File: src/rtl/wdt_power_control.sv
// Watchdog timer plus sleep/power-down controller feeding the STATUS TO/PD bits.
// Optional prescaler enabled by defining WDT_PRESCALER_EN.
module wdt_power_control #(
  parameter int unsigned WDT_W = 8,
  parameter int unsigned PS_W  = 3
) (
  input  logic             clk,
  input  logic             rst,
  input  logic             wdt_en,
  input  logic             clrwdt,
  input  logic             sleep,
  input  logic             wake_irq,
  input  logic             psa,
  input  logic [PS_W-1:0]  ps,
  output logic             n_to,
  output logic             n_pd,
  output logic             to_pd_wr,
  output logic             asleep,
  output logic             wdt_reset,
  output logic             wdt_wake,
  output logic [WDT_W-1:0] wdt_count
);

  typedef enum logic [0:0] {StAwake, StAsleep} state_e;

  state_e           state_q, state_d;
  logic [WDT_W-1:0] cnt_q, cnt_d;
  logic             n_to_q, n_to_d;
  logic             n_pd_q, n_pd_d;
  logic             wr_q, wr_d;
  logic             reset_q, reset_d;
  logic             wake_q, wake_d;
  logic             tick;
  logic             timeout;
  logic             clr_cnt;

`ifdef WDT_PRESCALER_EN
  localparam int unsigned PreW = (2 ** PS_W) - 1;

  logic [PreW-1:0] pre_q, pre_d;
  logic [PreW-1:0] ps_mask;

  // Low ps bits all ones marks the last cycle of each 2^ps window.
  assign ps_mask = ~({PreW{1'b1}} << ps);
  assign tick    = !psa || ((pre_q & ps_mask) == ps_mask);

  always_comb begin
    pre_d = pre_q + PreW'(1);
    if (!wdt_en || clr_cnt) begin
      pre_d = '0;
    end
  end

  always_ff @(posedge clk) begin
    if (rst) begin
      pre_q <= '0;
    end else begin
      pre_q <= pre_d;
    end
  end
`else
  logic unused_ps_cfg;
  assign unused_ps_cfg = ^{psa, ps};
  assign tick          = 1'b1;
`endif

  assign timeout = wdt_en && tick && (&cnt_q);

  always_comb begin
    state_d = state_q;
    n_to_d  = n_to_q;
    n_pd_d  = n_pd_q;
    wr_d    = 1'b0;
    reset_d = 1'b0;
    wake_d  = 1'b0;
    clr_cnt = 1'b0;

    unique case (state_q)
      StAwake: begin
        if (sleep) begin
          clr_cnt = 1'b1;
          n_to_d  = 1'b1;
          n_pd_d  = 1'b0;
          wr_d    = 1'b1;
          state_d = StAsleep;
        end else if (clrwdt) begin
          clr_cnt = 1'b1;
          n_to_d  = 1'b1;
          n_pd_d  = 1'b1;
          wr_d    = 1'b1;
        end else if (timeout) begin
          reset_d = 1'b1;
          n_to_d  = 1'b0;
          n_pd_d  = 1'b1;
          wr_d    = 1'b1;
        end
      end
      StAsleep: begin
        if (timeout) begin
          wake_d  = 1'b1;
          n_to_d  = 1'b0;
          n_pd_d  = 1'b0;
          wr_d    = 1'b1;
          state_d = StAwake;
        end else if (wake_irq) begin
          wake_d  = 1'b1;
          state_d = StAwake;
        end
      end
      default: state_d = StAwake;
    endcase

    cnt_d = cnt_q;
    if (!wdt_en || clr_cnt) begin
      cnt_d = '0;
    end else if (tick) begin
      cnt_d = cnt_q + WDT_W'(1);
    end
  end

  always_ff @(posedge clk) begin
    if (rst) begin
      state_q <= StAwake;
      cnt_q   <= '0;
      n_to_q  <= 1'b1;
      n_pd_q  <= 1'b1;
      wr_q    <= 1'b1;
      reset_q <= 1'b0;
      wake_q  <= 1'b0;
    end else begin
      state_q <= state_d;
      cnt_q   <= cnt_d;
      n_to_q  <= n_to_d;
      n_pd_q  <= n_pd_d;
      wr_q    <= wr_d;
      reset_q <= reset_d;
      wake_q  <= wake_d;
    end
  end

  assign n_to      = n_to_q;
  assign n_pd      = n_pd_q;
  assign to_pd_wr  = wr_q;
  assign asleep    = (state_q == StAsleep);
  assign wdt_reset = reset_q;
  assign wdt_wake  = wake_q;
  assign wdt_count = cnt_q;

endmodule

File: config.mk
export PLATFORM = sky130hd
export DESIGN_NAME = wdt_power_control
export DESIGN_NICKNAME = d
export VERILOG_FILES = /design/src/rtl/wdt_power_control.sv
export SDC_FILE = /design/constraint.sdc
export NUM_CORES = 1
export LEC_CHECK = 0
export ABC_AREA = 1
export ABC_CLOCK_PERIOD_IN_PS = 2400
export BUFFER_PORTS_ARGS = -buffer_cell sky130_fd_sc_hd__buf_2
export CORE_UTILIZATION = 45
export CTS_BUF_LIST = sky130_fd_sc_hd__clkbuf_4
export DETAILED_ROUTE_END_ITERATION = 8
export GPL_TIMING_DRIVEN = 0
export PLACE_DENSITY = 0.84
export SYNTH_ARGS = -nofsm -noshare
export SYNTH_HDL_FRONTEND = slang
export SYNTH_SLANG_ARGS = --single-unit
File: constraint.sdc
create_clock -name clk -period 2.4 [get_ports clk]
set_clock_uncertainty 0.2 [all_clocks]
set_input_delay 0.24 -clock clk [delete_from_list [all_inputs] [get_ports clk]]
set_output_delay 0.24 -clock clk [all_outputs]
set_load 0.02 [all_outputs]
# After elaboration in Yosys (flattened, before gate mapping)
# Cells that the tools add are included.
[word_totals]
ff_bits = 14
output_inout_bits = 14
in_bits = 10
[op_classes]
n_eq_ne = 2
reduce_logical = 8
bitwise_logic = 1
mux = 22
add_sub_neg = 1
[op_table]
columns = ["op", "n"]
rows = [
  ["two-way mux 1 bit", 18],
  ["adder 8 x 1 -> 8 bit (second input constant)", 1],
  ["case mux 1 bit (2 select lines)", 4],
  ["AND reduction 8 bit", 1],
  ["inequality test 4 bit (second input constant)", 1],
  ["OR reduction 2 bit", 2],
  ["OR reduction 4 bit", 1],
  ["inequality test 2 x 1 -> 1 bit (second input constant)", 1],
  ["AND reduction 2 bit", 1],
  ["logical AND 1 bit", 1],
  ["zero test 1 bit", 1],
  ["logical OR 1 bit", 1],
  ["NOT 1 bit", 1],
]

# Depth between registers and ports, before layout
# Gate-level depths: netlist of the first run.
[depth]
word_depth = 6
depth_mapped = 7
depth_no_buf = 7

# Worst setup path after synthesis of the first run
# OpenSTA, ideal clock, no wires.
[synth_timing]
kind = "flip-flop to flip-flop"
startpoint = "reg cnt_q[0] (netlist: wdt_count[0])"
endpoint = "reg n_pd_q (netlist: n_pd)"
setup_slack_ns = 0.913
arrival_ns = 1.174
synth_period_minus_slack_ns = 1.487
setup_ns = 0.113
stages_incl_launch_ff = 7
cell_sequence = "dfxtp_1 ha_1 nand3_2 nor2_4 nand2_4 nand3b_1 nand2_1"
[synth_via]
elab_chain_cells = 4
word_cells_on_any_way = 5
[synth_rtl]
columns = ["item", "line", "text"]
rows = [
  ["start: declaration", "27", "logic [WDT_W-1:0] cnt_q, cnt_d;"],
  ["start signal: assignment", "132", "cnt_q <= cnt_d;"],
  ["AND reduction 8 bit *", "67", "assign timeout = wdt_en && tick && (&cnt_q);"],
  ["logical AND 1 bit *", "67", ""],
  ["inequality test 4 bit (no source line) / inequality test 2 x 1 -> 1 bit (equally long branches)", "-", ""],
  ["AND reduction 2 bit (no source line) *", "-", ""],
  ["end signal: assignment", "134", "n_pd_q <= n_pd_d;"],
  ["end: declaration", "29", "logic n_pd_q, n_pd_d;"],
]
# Every way passes the cells marked *; elsewhere a longest branch is shown, timed or not.
# A chain may end at the register's enable or synchronous reset.

# Worst setup path after layout of the first run
[layout_timing]
startpoint = "reg cnt_q[0] (netlist: wdt_count[0])"
endpoint = "reg wake_q (netlist: wdt_wake)"
[layout_via]
elab_chain_cells = 3
[layout_rtl]
columns = ["item", "line", "text"]
rows = [
  ["AND reduction 8 bit", "67", ""],
  ["logical AND 1 bit", "67", ""],
  ["two-way mux 1 bit", "99", "if (timeout) begin"],
  ["end signal: assignment", "137", "wake_q <= wake_d;"],
  ["end: declaration", "32", "logic wake_q, wake_d;"],
]
# No other way between the ends.

==> impl_metrics.yaml, run 1 <==
timing:
  rsz0062_at_grt: "no"
  hold_violations: 0
  drv_slew: 0
  slew_headroom: 0.828
  setup_viol: 0
  fin_worst_hold_slack_ps: 37.9
  period_share: 0.618
  fin_tns_setup_ps: 0
  max_freq_ghz: 0.675
  period_needed_ps: 1480
  worstMarginPinSlew_ps: 256
floorplan:
  fp.dieArea_um2: 1500
  coreArea_um2: 1190
  start_util: 0.513
  ioPinCount: 24
  rows: 12
  fp.dieH_um: 38.8
  die_x_um: 38.8
worst_setup_path:
  cp.required_ps: 2420
  slowest_delay_ps: 410
  critPathMostFrequentCell: "nand2_4"
  cp_slowest_cell: "dfxtp_1"
  crit_chain: "ha_1 > nand3_2 > nor2_4 > nand2_4 > nand2_4 > nand2_2 > nor2_2"
  crit_path_max_fanout: 5
  arrival_ps: 1510
  start_kind: "flop"
  end_kind: "flop"
  setup.worst_path.class: "reg -> reg"
power_and_ir_drop:
  p_leak_nw: 0.364
  ir_worst_vdd_v: 0.000296
  powerDensity_nw_per_um2: 556
drt:
  vias: 549
  ant_nets: 0
  wl_mm: 1.19
  first_pass_iters: 4
  route.detailed.drc: 0
  drtIter0Drc: 18
  vias_per_cell: 4.90
  wl_per_cell_um: 10.6
clock_network:
  cts.path.max_buffers: 2
  cts_tree: "done"
  clockRootBuffer: "clkbuf_4"
  cts_sinks: 14
  clk_latency_ps: 280
  cts_max_level: 1
  cts_buffers: 3
  path_clk_slew_ps: 80
place:
  dp_hpwl_um: 854
  portBuffers: 19
  dp_cells: 107
  gp_congestion: 0.715
synth:
  synthCells: 74
  ys_seq_area_frac: 0.461
  syn-num-nets: 85
  synth_cell_types: 17
  ys_ff_latch: 14
  avgSynthCellArea_um2: 8.22
  synth_warnings: 0
  syn_area_um2: 608
cells_and_area:
  multiInputGateArea_um2: 294
  drive_above_1_share: 0.378
  antenna_cells: 0
  n_fill_cell: 102
  layout_common_cells: "buf_2, nand2_1, dfxtp_1"
  nets: 110
  areaGrowthSynthToFinish_pct: 24.5
  fin_cells: 112
  register_area_um2: 280
  layout_commonest_cell: "buf_2"
status:
  status: "complete, no violations"
grt:
  grtUsageTotal: 0.187
  grt_pass1_wl_mm: 1.80
  antenna_found_initial: 0
  grt_pass1_vias: 435
  grt_max_degree: 9
  overflow: 0
flow_run:
  cap_violations: 0
worst_hold_path:
  hold_class: "in -> reg"
[worst max-delay path, delay by kind of cell, from the launching register on]
kind / cells / cell delay (ps)
and+or+nand+nor: 6 / 570
DFF: 1 / 410
adders and majority gates: 1 / 250
[worst paths after layout]
path	cells past startpoint	slack [ps]	to	startpoint
min	3	40	wdt_count[3]	wdt_en
max reg2reg	7	920	wdt_wake	wdt_count[0]
min reg2reg	2	250	n_to	n_to
max	7	920	wdt_wake	wdt_count[0]
[report_power, final]
part	leakage, nW	switching [mW]	internal (mW)
combinational	0.235	0.0257	0.0151
clock	0.0154	0.0761	0.0604
sequential	0.114	0.00476	0.238
[metal layers]
layer | track usage | up-vias | share of wire
li1 | - | 281 | -
met1 | 0.218 | 238 | 0.46
met2 | 0.275 | 21 | 0.44
met3 | 0.0520 | 9 | 0.045
met4 | 0.164 | 0 | 0.048
met5 | 0 | - | 0
[flip-flops by register name (all words and copies together), names as in the netlist]
signal and flops:
wdt_wake 1, n_pd 1, to_pd_wr 1, wdt_reset 1
asleep 1, wdt_count 8, n_to 1
[cell usage after synthesis]
library cell,count,area share
a21oi_1,3,0.025
o21ai_0,2,0.016
xor2_1,1,0.014
inv_1,9,0.056
nand3_1,2,0.016
nand2_4,2,0.037
nor2_2,3,0.031
ha_1,1,0.021
nand3b_1,1,0.012
nand2_2,4,0.041
nor2_1,9,0.056
nor2_4,2,0.037
o21bai_1,1,0.012
dfxtp_1,14,0.46
nand3_2,2,0.033
nor3_2,2,0.033
nand2_1,16,0.099
[per-stage QoR]
stage	setup WS (ps)	utilization	total power [mW]	instance area (um^2)
after floorplan	913	-	0.272	608
after global placement	1020	0.608	0.286	721
after detailed placement	946	0.608	0.288	721
after CTS	920	0.638	0.423	757
after global routing	854	0.638	0.447	757
final	918	0.638	0.421	757
[repair_timing]
action                                  4_1_cts  5_1_grt
hold endpoints to repair                      1        0
endpoints found under the setup margin        0        0
gates resized for setup                       0        0
hold buffers                                  1        0
buffers inserted                              0        0
[cells by family (layout without fill, tap and decap cells)]
| family | Yosys count | in the layout | share of synthesized area |
|---|---|---|---|
| and+or+nand+nor | 43 | 43 | 0.395 |
| DFF | 14 | 14 | 0.461 |
| buffers and inverters | 9 | 33 | 0.0556 |
| AOI/OAI and AO/OA | 6 | 6 | 0.0535 |
| adders and majority gates | 1 | 1 | 0.0206 |
| xor gates and xnor gates | 1 | 1 | 0.0144 |
[area by class of cell]
cell class / instances / share of cell area
clock buffers: 3 / 0.0298
clock inverters: 1 / 0.00496
inverters: 9 / 0.0446
multi-input cells: 51 / 0.388
flip-flops and latches: 14 / 0.370
well taps: 14 / 0.0231
repair buffers: 20 / 0.139
No activity file was read; power rests on OpenSTA's default activity.
==> inputs of run 2 (changes only) <==
ABC_CLOCK_PERIOD_IN_PS = 1250   (was 2400)
CORE_UTILIZATION = 43   (was 45)
clock period = 1.25 ns   (was 2.4 ns; I/O delays follow)
==> run 2 against run 1 <==
Fmax grew 18%. The flow now finishes with violations (negative setup slack). Highest routed layer unchanged. Register-to-register slack lost 930 ps. Sequential cell count is the same. Sequential share of layout area shrank 3.2 points. Non-clock buffer count grew 7. Wire length grew 4.8%. Clock-buffer cell count is the same. Sequential power grew 91%.
==> impl_metrics.yaml, run 2 (synthesis results as in run 1) <==
clock_network:
  clk_latency_ps: 280
  cts_buffers: 3
  cts_max_level: 1
  cts_sinks: 14
  cts.path.max_buffers: 2
  cts_tree: "done"
  path_clk_slew_ps: 80
  clockRootBuffer: "clkbuf_4"
timing:
  max_freq_ghz: 0.793
  rsz0062_at_grt: "yes"
  setup_viol: 1
  slew_headroom: 0.824
  fin_ws_ps: -10.5
  period_needed_ps: 1260
  fin_tns_setup_ps: -10.5
  period_share: 1.01
  hold_violations: 0
  fin_worst_hold_slack_ps: 8.55
  worstMarginPinSlew_ps: 261
  drv_slew: 0
grt:
  grtUsageTotal: 0.178
  overflow: 0
  grt_pass1_wl_mm: 1.77
  antenna_found_initial: 0
  grt_pass1_vias: 436
  grt_max_degree: 9
drt:
  vias_per_cell: 4.58
  wl_mm: 1.25
  first_pass_iters: 4
  drtIter0Drc: 12
  vias: 549
  route.detailed.drc: 0
  ant_nets: 0
  wl_per_cell_um: 10.4
floorplan:
  coreArea_um2: 1300
  ioPinCount: 24
  fp.dieArea_um2: 1570
  start_util: 0.467
  die_x_um: 39.6
  rows: 13
  fp.dieH_um: 39.6
worst_setup_path:
  rr_worst_depth: 6
  cp.required_ps: 1210
  setup.worst_path.class: "reg -> reg"
  crit_path_max_fanout: 5
  end_kind: "flop"
  r2r-start: "wdt_count[0]"
  crit_start: "wdt_count[0]"
  rrSetupSlack_ps: -10
  arrival_ps: 1220
  start_kind: "flop"
cells_and_area:
  drive_above_1_share: 0.457
  antenna_cells: 0
  layout_common_cells: "buf_2, nand2_1, inv_1, nor2_1, dfxtp_1"
  layout_commonest_cell: "buf_2"
  largest_reg_flops: 8
  nets: 117
  areaGrowthSynthToFinish_pct: 42.4
place:
  portBuffers: 19
  dp_hpwl_um: 820
  gp_congestion: 0.744
power_and_ir_drop:
  p_leak_nw: 0.402
  ir_worst_vdd_v: 0.000617
  power_mw: 0.815
  powerDensity_nw_per_um2: 941
flow_run:
  cap_violations: 0
worst_hold_path:
  hold_depth: 3
  hold_class: "in -> reg"
  worstHoldStart: "sleep"
status:
  status: "finished with violations"
  violations: "negative setup slack"
## run 2: cell count changes in the layout (fill, tap and decap cells not counted), moves of 2 or more
cell           previous run  this run
dfxtp_1                  14         8
dlygate4sd3_1             1         4
dfxtp_2                   0         4
buf_6                     0         2
dfxtp_4                   0         2
buf_4                     0         3
## run 2: critical path, cell delays in order (launching register included)
cell     delay, ps
dfxtp_4        370
ha_4           150
nand3_4         90
nor2_4         120
nand2_4         90
nand2_4         80
a21oi_1         60
## run 2: final cells by class
type | count | area, um^2
sequential | 14 | 293
tap | 15 | 18.8
multi-input combinational | 51 | 319
clock inverter | 1 | 3.75
fill | 112 | 435
timing repair buffer | 27 | 175
clock buffer | 3 | 22.5
inverter | 9 | 33.8
## run 2: what timing repair did
item / in CTS / in global routing
pin swaps: 3 / 2
setup buffers: 3 / 1
endpoints found under the hold margin: 11 / 0
hold buffers: 4 / 0
endpoints found under the setup margin: 6 / 15
resized for setup: 2 / 5
## run 2: metal layers
| metal | vias to the layer above | share of wire | track usage | routed length (um) |
|---|---|---|---|---|
| li1 | 290 | - | - | - |
| met1 | 236 | 0.45 | 0.222 | 565 |
| met2 | 18 | 0.46 | 0.254 | 573 |
| met3 | 5 | 0.059 | 0.0511 | 74 |
| met4 | 0 | 0.025 | 0.129 | 31 |
| met5 | - | 0 | 0 | 0 |
## run 2: report_power, final
part           internal, mW  switching, mW  total, mW
Sequential            0.456        0.00962      0.465
Clock                 0.116          0.143      0.258
Combinational        0.0404         0.0509     0.0913
Total                 0.612          0.203      0.815
## run 2: final timing paths
check / to
setup / recovery: asleep
hold / removal: asleep
setup reg to reg: asleep
hold reg to reg: n_to
## run 2: through the flow
step	worst slack (ps)	cell area, um^2	cells	util
3_3_place_gp	-17.7	751	108	0.577
4_1_cts	-16.5	843	119	0.648
6_report	-10.5	866	120	0.665
3_5_place_dp	-32.4	751	108	0.577
2_1_floorplan	-40.5	637	74	-
5_1_grt	-68.9	866	120	0.665
